File: config.mk
export PLATFORM = sky130hd
export DESIGN_NAME = reset_request_gen
export DESIGN_NICKNAME = d
export VERILOG_FILES = /design/src/rtl/reset_request_gen.sv
export SDC_FILE = /design/constraint.sdc
export NUM_CORES = 1
export LEC_CHECK = 0
export ABC_AREA = 1
export BUFFER_PORTS_ARGS = -buffer_cell sky130_fd_sc_hd__buf_2
export CELL_PAD_IN_SITES_DETAIL_PLACEMENT = 0
export CELL_PAD_IN_SITES_GLOBAL_PLACEMENT = 1
export CORE_MARGIN = 2
export CORE_UTILIZATION = 44
export DETAILED_ROUTE_END_ITERATION = 10
export GPL_TIMING_DRIVEN = 0
export HOLD_SLACK_MARGIN = 0.1
export PLACE_DENSITY_LB_ADDON = 0.1
export REMOVE_ABC_BUFFERS = 1
export SKIP_LAST_GASP = 1
export SLEW_MARGIN = 20
export SYNTH_ARGS = -nofsm -noshare
export SYNTH_HDL_FRONTEND = slang
export SYNTH_SLANG_ARGS = --single-unit
File: constraint.sdc
create_clock -name clk -period 5.7 [get_ports clk]
set_clock_uncertainty 0.2 [all_clocks]
set_input_delay 1.14 -clock clk [delete_from_list [all_inputs] [get_ports clk]]
set_output_delay 1.14 -clock clk [all_outputs]
set_load 0.02 [all_outputs]
File: src/rtl/reset_request_gen.sv
// reset_request_gen
// Produces a fixed-width, registered reset request pulse from either a
// debounced pushbutton or a synchronous software request. It also gives a
// power-on stretch after reset and a hold-off window that blocks re-triggering.
// The cause output records which source started the most recent pulse.

module reset_request_gen #(
  parameter int DEBOUNCE_CNT   = 500000,
  parameter int PULSE_CYCLES   = 16,
  parameter int HOLDOFF_CYCLES = 1024
) (
  input  logic       clk,
  input  logic       reset,
  input  logic       btn_raw,
  input  logic       sw_req,
  output logic       rst_req,
  output logic       busy,
  output logic [1:0] cause
);

  // One shared counter. It must be wide enough for the largest of the three terminal values.
  localparam int MAX_A    = (DEBOUNCE_CNT > PULSE_CYCLES) ? DEBOUNCE_CNT : PULSE_CYCLES;
  localparam int MAX_CNT  = (MAX_A > HOLDOFF_CYCLES) ? MAX_A : HOLDOFF_CYCLES;
  localparam int CW       = $clog2(MAX_CNT + 1);

  localparam logic [CW-1:0] C_ONE        = CW'(1);
  localparam logic [CW-1:0] C_ZERO       = CW'(0);
  localparam logic [CW-1:0] C_DEB_LAST   = CW'(DEBOUNCE_CNT - 1);
  localparam logic [CW-1:0] C_PULSE_LAST = CW'(PULSE_CYCLES - 1);
  localparam logic [CW-1:0] C_HOLD       = CW'(HOLDOFF_CYCLES);

  localparam logic [1:0] ST_IDLE     = 2'd0;
  localparam logic [1:0] ST_DEBOUNCE = 2'd1;
  localparam logic [1:0] ST_ASSERT   = 2'd2;
  localparam logic [1:0] ST_HOLDOFF  = 2'd3;

  localparam logic [1:0] CAUSE_BTN = 2'b01;
  localparam logic [1:0] CAUSE_SW  = 2'b10;
  localparam logic [1:0] CAUSE_POR = 2'b11;

  logic          r_sync1;
  logic          r_sync2;
  logic          w_btn_s;
  logic [1:0]    r_state;
  logic [CW-1:0] r_cnt;
  logic [1:0]    r_cause;
  logic          r_rst_req;
  logic          r_busy;
  logic [1:0]    w_state_nxt;
  logic [CW-1:0] w_cnt_nxt;
  logic [1:0]    w_cause_nxt;

  assign w_btn_s = r_sync2;

  // Two-flop synchronizer that brings the asynchronous button into the clk domain.
  always_ff @(posedge clk or posedge reset) begin
    if (reset) begin
      r_sync1 <= 1'b0;
      r_sync2 <= 1'b0;
    end else begin
      r_sync1 <= btn_raw;
      r_sync2 <= r_sync1;
    end
  end

  // Next-state logic. A software request wins over the button. Hold-off waits for button release.
  always_comb begin
    w_state_nxt = r_state;
    w_cnt_nxt   = r_cnt;
    w_cause_nxt = r_cause;
    case (r_state)
      ST_IDLE: begin
        if (sw_req) begin
          w_state_nxt = ST_ASSERT;
          w_cnt_nxt   = C_ZERO;
          w_cause_nxt = CAUSE_SW;
        end else if (w_btn_s) begin
          w_state_nxt = ST_DEBOUNCE;
          w_cnt_nxt   = C_ONE;
        end else begin
          w_state_nxt = ST_IDLE;
        end
      end
      ST_DEBOUNCE: begin
        if (sw_req) begin
          w_state_nxt = ST_ASSERT;
          w_cnt_nxt   = C_ZERO;
          w_cause_nxt = CAUSE_SW;
        end else if (!w_btn_s) begin
          w_state_nxt = ST_IDLE;
          w_cnt_nxt   = C_ZERO;
        end else if (r_cnt == C_DEB_LAST) begin
          // This edge takes the DEBOUNCE_CNT-th consecutive high sample.
          w_state_nxt = ST_ASSERT;
          w_cnt_nxt   = C_ZERO;
          w_cause_nxt = CAUSE_BTN;
        end else begin
          w_cnt_nxt = r_cnt + C_ONE;
        end
      end
      ST_ASSERT: begin
        if (r_cnt == C_PULSE_LAST) begin
          w_state_nxt = ST_HOLDOFF;
          w_cnt_nxt   = C_ZERO;
        end else begin
          w_cnt_nxt = r_cnt + C_ONE;
        end
      end
      ST_HOLDOFF: begin
        if ((r_cnt == C_HOLD) && !w_btn_s) begin
          w_state_nxt = ST_IDLE;
          w_cnt_nxt   = C_ZERO;
        end else if (r_cnt < C_HOLD) begin
          w_cnt_nxt = r_cnt + C_ONE;
        end else begin
          w_cnt_nxt = r_cnt;
        end
      end
      default: begin
        // An unreachable encoding recovers by issuing a fresh pulse.
        w_state_nxt = ST_ASSERT;
        w_cnt_nxt   = C_ZERO;
        w_cause_nxt = CAUSE_POR;
      end
    endcase
  end

  // State, counter, cause and the output flops. The outputs are registered from the next state, so they are glitch-free.
  always_ff @(posedge clk or posedge reset) begin
    if (reset) begin
      r_state   <= ST_ASSERT;
      r_cnt     <= C_ZERO;
      r_cause   <= CAUSE_POR;
      r_rst_req <= 1'b1;
      r_busy    <= 1'b1;
    end else begin
      r_state   <= w_state_nxt;
      r_cnt     <= w_cnt_nxt;
      r_cause   <= w_cause_nxt;
      r_rst_req <= (w_state_nxt == ST_ASSERT);
      r_busy    <= (w_state_nxt != ST_IDLE);
    end
  end

  assign rst_req = r_rst_req;
  assign busy    = r_busy;
  assign cause   = r_cause;

endmodule

==> impl_metrics.tcl, run 1 <==
set metrics [dict create \
    outcome "finished, final reports clean" \
    pin_count 8 \
    dieHeight_um 70.9 \
    cp_max_fo 17 \
    cts_hold_buf 0 \
    cp.required_ns 5.68 \
    clkTransAtPathRegs_ns 0.10 \
    n_antenna_cell 0 \
    rows 24 \
    grt_pass1_wl_mm 8.13 \
    vias 1755 \
    place_area_mm2 0.00201 \
    postSynthAreaPerCell_um2 6.62 \
    htreeDepth 1 \
    fill_cells 466 \
    post-dp-hpwl_mm 3.50 \
    overflow 0 \
    finalWorstSetupSlack_ns 3.30 \
    synth_warnings 0 \
    routabilityCongestion 0.872 \
    stdcell_count 355 \
    p_leak_nw 1.12 \
    hold_class "reg -> reg" \
    dr.first_iter.drc_count 114 \
    seq_area_um2 682 \
    initial_core_util 0.455 \
    endpoint_kind "flop" \
    power.total_mw 0.317 \
    grt_max_degree 28 \
    relSlewSlack 0.606 \
    pre_cts_ws_ns 3.04 \
    drt_pre_antenna_iters 4 \
    dieArea_mm2 0.00502 \
    setup_viol 0 \
    final.setup.tns_ns 0 \
    dp_cells 351 \
    cts_resized 0 \
    fin_nets 310 \
    synth_seq_area_share 0.347 \
    post_synth_instance_area_mm2 0.00197 \
    fmax_mhz 417 \
    yosysUniqueCellTypes 31 \
    clk_path_buf_depth 2 \
    ys_ff_latch 27 \
    period_minus_slack_ns 2.40 \
    cts_num_sinks 27 \
    rsz0062_at_grt "no" \
    ant_nets 0 \
    grt_usage 0.201 \
    start_kind "input pin" \
    hold_viol 0 \
    slew_viol_final 0 \
    vdd_ir_drop_max_mv 0.0807 \
    areaGrowthSynthToFinish_pct 4.64 \
    tritoncts "done" \
    routed_wl_mm 4.69 \
    portBuffers 7 \
    syn-instance-count 297 \
    power.density_mw_per_mm2 154 \
    arrival_ns 2.37 \
    via_per_inst 4.94 \
    multi_input_area_mm2 0.00103 \
    maxCapViolations 0 \
    fin_crit_sh 0.420 \
    core_area_mm2 0.00432 \
    wire_per_inst_um 13.2 \
    drc 0 \
    post-cts-setup-buffer-count 0 \
    tightest_slew_ns 0.589 \
    cts_buffers 3 \
    postLayoutCellArea_mm2 0.00206 \
    clkLatencyLatePin_ns 0.28 \
    antenna_found_initial 0 \
    root_buffer "clkbuf_8" \
    worstSetupPathType "in -> reg" \
    die_w_um 70.9 \
    layout-drive-gt1-share 0.125 \
    grt_pass1_vias 1742 \
]
## power by group
group,internal (mW),switching [mW],total (mW)
logic,0.00147,0.00609,0.00756
clock network,0.0491,0.0664,0.116
registers,0.193,0.00121,0.194
total,0.244,0.0737,0.317
## final cells by class
cell class | instances | share of cell area
inverter | 52 | 0.0973
sequential | 27 | 0.331
timing repair buffer | 7 | 0.0170
clock buffer | 3 | 0.0201
clock inverter | 1 | 0.00243
tap | 52 | 0.0316
multi-input combinational | 213 | 0.500
## through the flow
| step | hold slack, ns | util |
|---|---|---|
| after CTS | 0.159 | 0.476 |
| after detailed placement | 0.135 | 0.465 |
| after global placement | 0.135 | 0.465 |
| final | 0.161 | 0.476 |
| after global routing | 0.171 | 0.476 |
| after floorplan | 0.131 | - |
## layout by cell type (no fill, tap or decap), drive strengths merged
cell type | netlist | routed
nand2 | 100 | 100
inv | 51 | 51
nor2 | 45 | 45
nand3 | 27 | 27
dfrtp | 22 | 22
nand4 | 18 | 18
o21ai | 11 | 11
buf | 5 | 7
dfstp | 5 | 5
nor3 | 5 | 5
clkbuf | 0 | 3
ha | 2 | 2
clkinv | 1 | 2
o21bai | 1 | 1
nand3b | 1 | 1
xor2 | 1 | 1
nor4 | 1 | 1
a21oi | 1 | 1
## cell usage after synthesis (all sizes together)
master    n  share of area
inv      51           0.10
dfstp     5          0.067
clkinv    1         0.0019
nand4    18          0.057
o21bai    1         0.0038
nor3      5          0.018
o21ai    11          0.030
nand3b    1         0.0057
a21oi     1         0.0025
nand2   100           0.20
xor2      1         0.0045
nand3    27          0.085
nor2     45          0.099
buf       5          0.028
dfrtp    22           0.28
ha        2          0.013
nor4      1         0.0032
## worst max-delay path: stages
cell and delay (ns):
buf_2 0.09, inv_1 0.19, nand3_2 0.42, nand2_8 0.28, inv_6 0.09, nand3b_2 0.09, o21ai_2 0.06
## final timing paths
check | from | to | slack (ns) | depth (start not counted)
max | sw_req | r_cnt[4]$_DFFE_PP0P_ | 3.30 | 7
min | r_sync1$_DFF_PP0_ | r_sync2$_DFF_PP0_ | 0.16 | 0
max reg2reg | r_cnt[0]$_DFFE_PP0P_ | r_cnt[10]$_DFFE_PP0P_ | 3.47 | 11
min reg2reg | r_sync1$_DFF_PP0_ | r_sync2$_DFF_PP0_ | 0.16 | 0
max in group asynchronous | reset | r_cnt[3]$_DFFE_PP0P_ | 4.20 | 2
min in group asynchronous | reset | r_cnt[16]$_DFFE_PP0P_ | 0.71 | 2
## per-layer routing
layer,vias up,track usage,part of all wire
li1,943,-,-
met1,792,0.292,0.50
met2,18,0.323,0.47
met3,2,0.0185,0.021
met4,0,0.0524,0.0053
met5,-,0,0
## registers in the layout, indices dropped and copies added, names as in the netlist
signal and flops:
cause 2, busy 1, r_state 2, rst_req 1, r_cnt 19, r_sync1 1, r_sync2 1
## cells by family (layout without fill, tap and decap cells)
group,count (synthesis),in the layout,share of synthesized area
AND/OR/NAND/NOR,197,197,0.470
buffers and inverters,57,63,0.130
flip-flops,27,27,0.347
AO/OA/AOI/OAI,13,13,0.0363
adder cells (fa/ha/maj),2,2,0.0127
XOR/XNOR,1,1,0.00445
Note: power is estimated with default switching activity, not from simulation.
==> inputs of run 2 (changes only) <==
- ABC_AREA: 1 -> 0
- CORE_UTILIZATION: 44 -> 42
- clock period: 5.7 -> 2.1 ns (I/O delays scaled with it)
==> run 2 against run 1 <==
The flow now finishes with violations (negative setup slack); first-iteration DRC count down 21%; global-route usage is 0.60 points lower; die area is 19% lower; worst hold slack improved by 0.0091 ns; via count is 23% lower; critical path type is now reg -> reg; largest power group unchanged.
==> impl_metrics.tcl, run 2 <==
set metrics [dict create \
    critPathBufInv 0 \
    htreeDepth 1 \
    ant_nets 0 \
    fmax_mhz 443 \
    dr.first_iter.drc_count 90 \
    post-dp-hpwl_mm 2.16 \
    crit_chain "nor4_4 > nand4_1 > o31ai_4 > o211a_4 > nor3_1 > a221o_1" \
    synth_top_area_share 0.366 \
    via_per_inst 5.81 \
    power.total_mw 0.781 \
    clkTransAtPathRegs_ns 0.14 \
    violations "negative setup slack" \
    start_kind "flop" \
    rows 21 \
    synth_largest_area_cell "dfrtp_1" \
    final_common_cell "buf_4" \
    maxCapViolations 0 \
    top_register "r_cnt" \
    p_leak_nw 0.848 \
    portBuffers 7 \
    fin_crit_sh 1.07 \
    setup_viol 24 \
    arrival_ns 2.28 \
    synth-edff-count 0 \
    cts_num_sinks 27 \
    grt_max_degree 28 \
    dieHeight_um 63.9 \
    cp.required_ns 2.12 \
    path_delay_family "compound AO/OA/AOI/OAI gates" \
    hold_viol 0 \
    synth_common_cells "dfrtp_1, nor2_1, nand2_1, nand4_1, xor2_1" \
    post_synth_instance_area_mm2 0.00151 \
    syn-instance-count 157 \
    stdcell_count 233 \
    largest_reg_flops 19 \
    tritoncts "done" \
    clk_path_buf_depth 2 \
    initial_core_util 0.444 \
    power.density_mw_per_mm2 387 \
    final.setup.tns_ns -2.60 \
    grt_pass1_vias 1330 \
    yosysUniqueCellTypes 40 \
    vias 1354 \
    yosysMostFrequentCell "dfrtp_1" \
    root_buffer "clkbuf_4" \
    die_w_um 63.9 \
    drt_pre_antenna_iters 4 \
    fill_cells 290 \
    routabilityCongestion 0.885 \
    postSynthAreaPerCell_um2 9.59 \
    mostFrequentLayoutCells "buf_4, dfrtp_1, nand4_1" \
    rsz0062_at_grt "yes" \
    period_minus_slack_ns 2.26 \
    fin_nets 194 \
    antenna_found_initial 0 \
    wire_per_inst_um 16.4 \
    dp_cells 203 \
    cts_buffers 3 \
    layout-drive-gt1-share 0.439 \
    async_flop_share 1.00 \
    cp_max_fo 6 \
    slowest_stage "dfrtp_2" \
    synth.area.top_cells "dfrtp_1, dfstp_2, xor2_1, nand4_1, nor2_1" \
    overflow 0 \
    relSlewSlack 0.622 \
    areaGrowthSynthToFinish_pct 34.0 \
    grt_pass1_wl_mm 6.30 \
    finalWorstSetupSlack_ns -0.157 \
    outcome "finished, violations left" \
    pre_cts_ws_ns -0.908 \
    hold_class "reg -> reg" \
    synth_seq_area_share 0.453 \
    worstSetupPathType "reg -> reg" \
    ys_ff_latch 27 \
    slew_viol_final 0 \
    n_antenna_cell 0 \
    endpoint_kind "flop" \
    clkLatencyLatePin_ns 0.32 \
    vdd_ir_drop_max_mv 0.295 \
    drc 0 \
    synth_warnings 0 \
    whs_ns 0.170 \
    grt_usage 0.195 \
    tightest_slew_ns 0.567 \
    pin_count 8 \
    dieArea_mm2 0.00408 \
    synth-main-ff-cell "dfrtp_1" \
    routed_wl_mm 3.82 \
    slowest_delay_ns 0.46 \
    core_area_mm2 0.00339 \
]
## run 2: changes by cell type after synthesis, sizes merged, moves of 3 or more
cell     change
nand3       -18
nand4        -7
o31ai        +5
and3         +7
or3          +5
nand2       -90
o21ai        -5
nor2        -29
a31oi        +3
inv         -46
a2bb2oi      +4
xor2         +9
## run 2: power breakdown
| part | internal (mW) | leakage [nW] | switching [mW] |
|---|---|---|---|
| Sequential | 0.526 | 0.316 | 0.00302 |
| Combinational | 0.00820 | 0.517 | 0.0159 |
| Clock | 0.0745 | 0.0150 | 0.153 |
## run 2: routing by layer
| layer | track usage | vias up | share of wire | routed length [um] |
|---|---|---|---|---|
| met1 | 0.271 | 677 | 0.47 | 1780 |
| met3 | 0.0458 | 6 | 0.036 | 136 |
| met5 | 0 | - | 0 | 0 |
| li1 | - | 643 | - | - |
| met2 | 0.303 | 28 | 0.49 | 1850 |
| met4 | 0.0543 | 0 | 0.013 | 49 |
## run 2: path summary, 6_finish.rpt
kind | startpoint | endpoint | slack [ns] | depth (start not counted)
hold reg to reg | r_sync1$_DFF_PP0_ | r_sync2$_DFF_PP0_ | 0.17 | 0
hold / removal | r_sync1$_DFF_PP0_ | r_sync2$_DFF_PP0_ | 0.17 | 0
min in group asynchronous | reset | r_cnt[9]$_DFFE_PP0P_ | 0.48 | 3
setup / recovery | r_cnt[6]$_DFFE_PP0P_ | r_cnt[0]$_DFFE_PP0P_ | -0.16 | 6
setup reg to reg | r_cnt[6]$_DFFE_PP0P_ | r_cnt[0]$_DFFE_PP0P_ | -0.16 | 6
max in group asynchronous | reset | r_cnt[3]$_DFFE_PP0P_ | 0.82 | 3
## run 2: cells by family after synthesis
logic type,count (synthesis),share of synthesized area
and+or+nand+nor,78,0.302
AOI/OAI and AO/OA,28,0.133
buffers and inverters,12,0.0374
adders and majority gates,2,0.0166
DFF,27,0.453
xor gates and xnor gates,10,0.0582
## run 2: timing repair
action                                 CTS  global route
cloned                                   2             1
endpoints found under the hold margin    1            22
setup endpoints to repair               24            24
pin swaps                               10            13
gates resized for setup                 32            21
hold buffers                             1             1
setup buffers                           14             7
## run 2: worst reg2reg max path, delay by kind of cell (launching register included)
kind,cells,cell delay [ns]
flip-flops,1,0.46
AND/OR/NAND/NOR,3,0.66
AO/OA/AOI/OAI,3,0.84
## run 2: per-stage QoR
step	util	cell area (um^2)
6_report	0.595	2020
5_1_grt	0.595	2020
4_1_cts	0.542	1840
3_5_place_dp	0.460	1560
3_3_place_gp	0.460	1560
2_1_floorplan	-	1470
## run 2: layout make-up
| type | instances | area [um^2] | area share |
|---|---|---|---|
| Timing Repair Buffer | 31 | 245 | 0.122 |
| Clock buffer | 4 | 26.3 | 0.0130 |
| Tap cell | 46 | 57.6 | 0.0285 |
| Multi-Input combinational cell | 120 | 977 | 0.484 |
| Sequential cell | 27 | 692 | 0.343 |
| Inverter | 5 | 18.8 | 0.00931 |
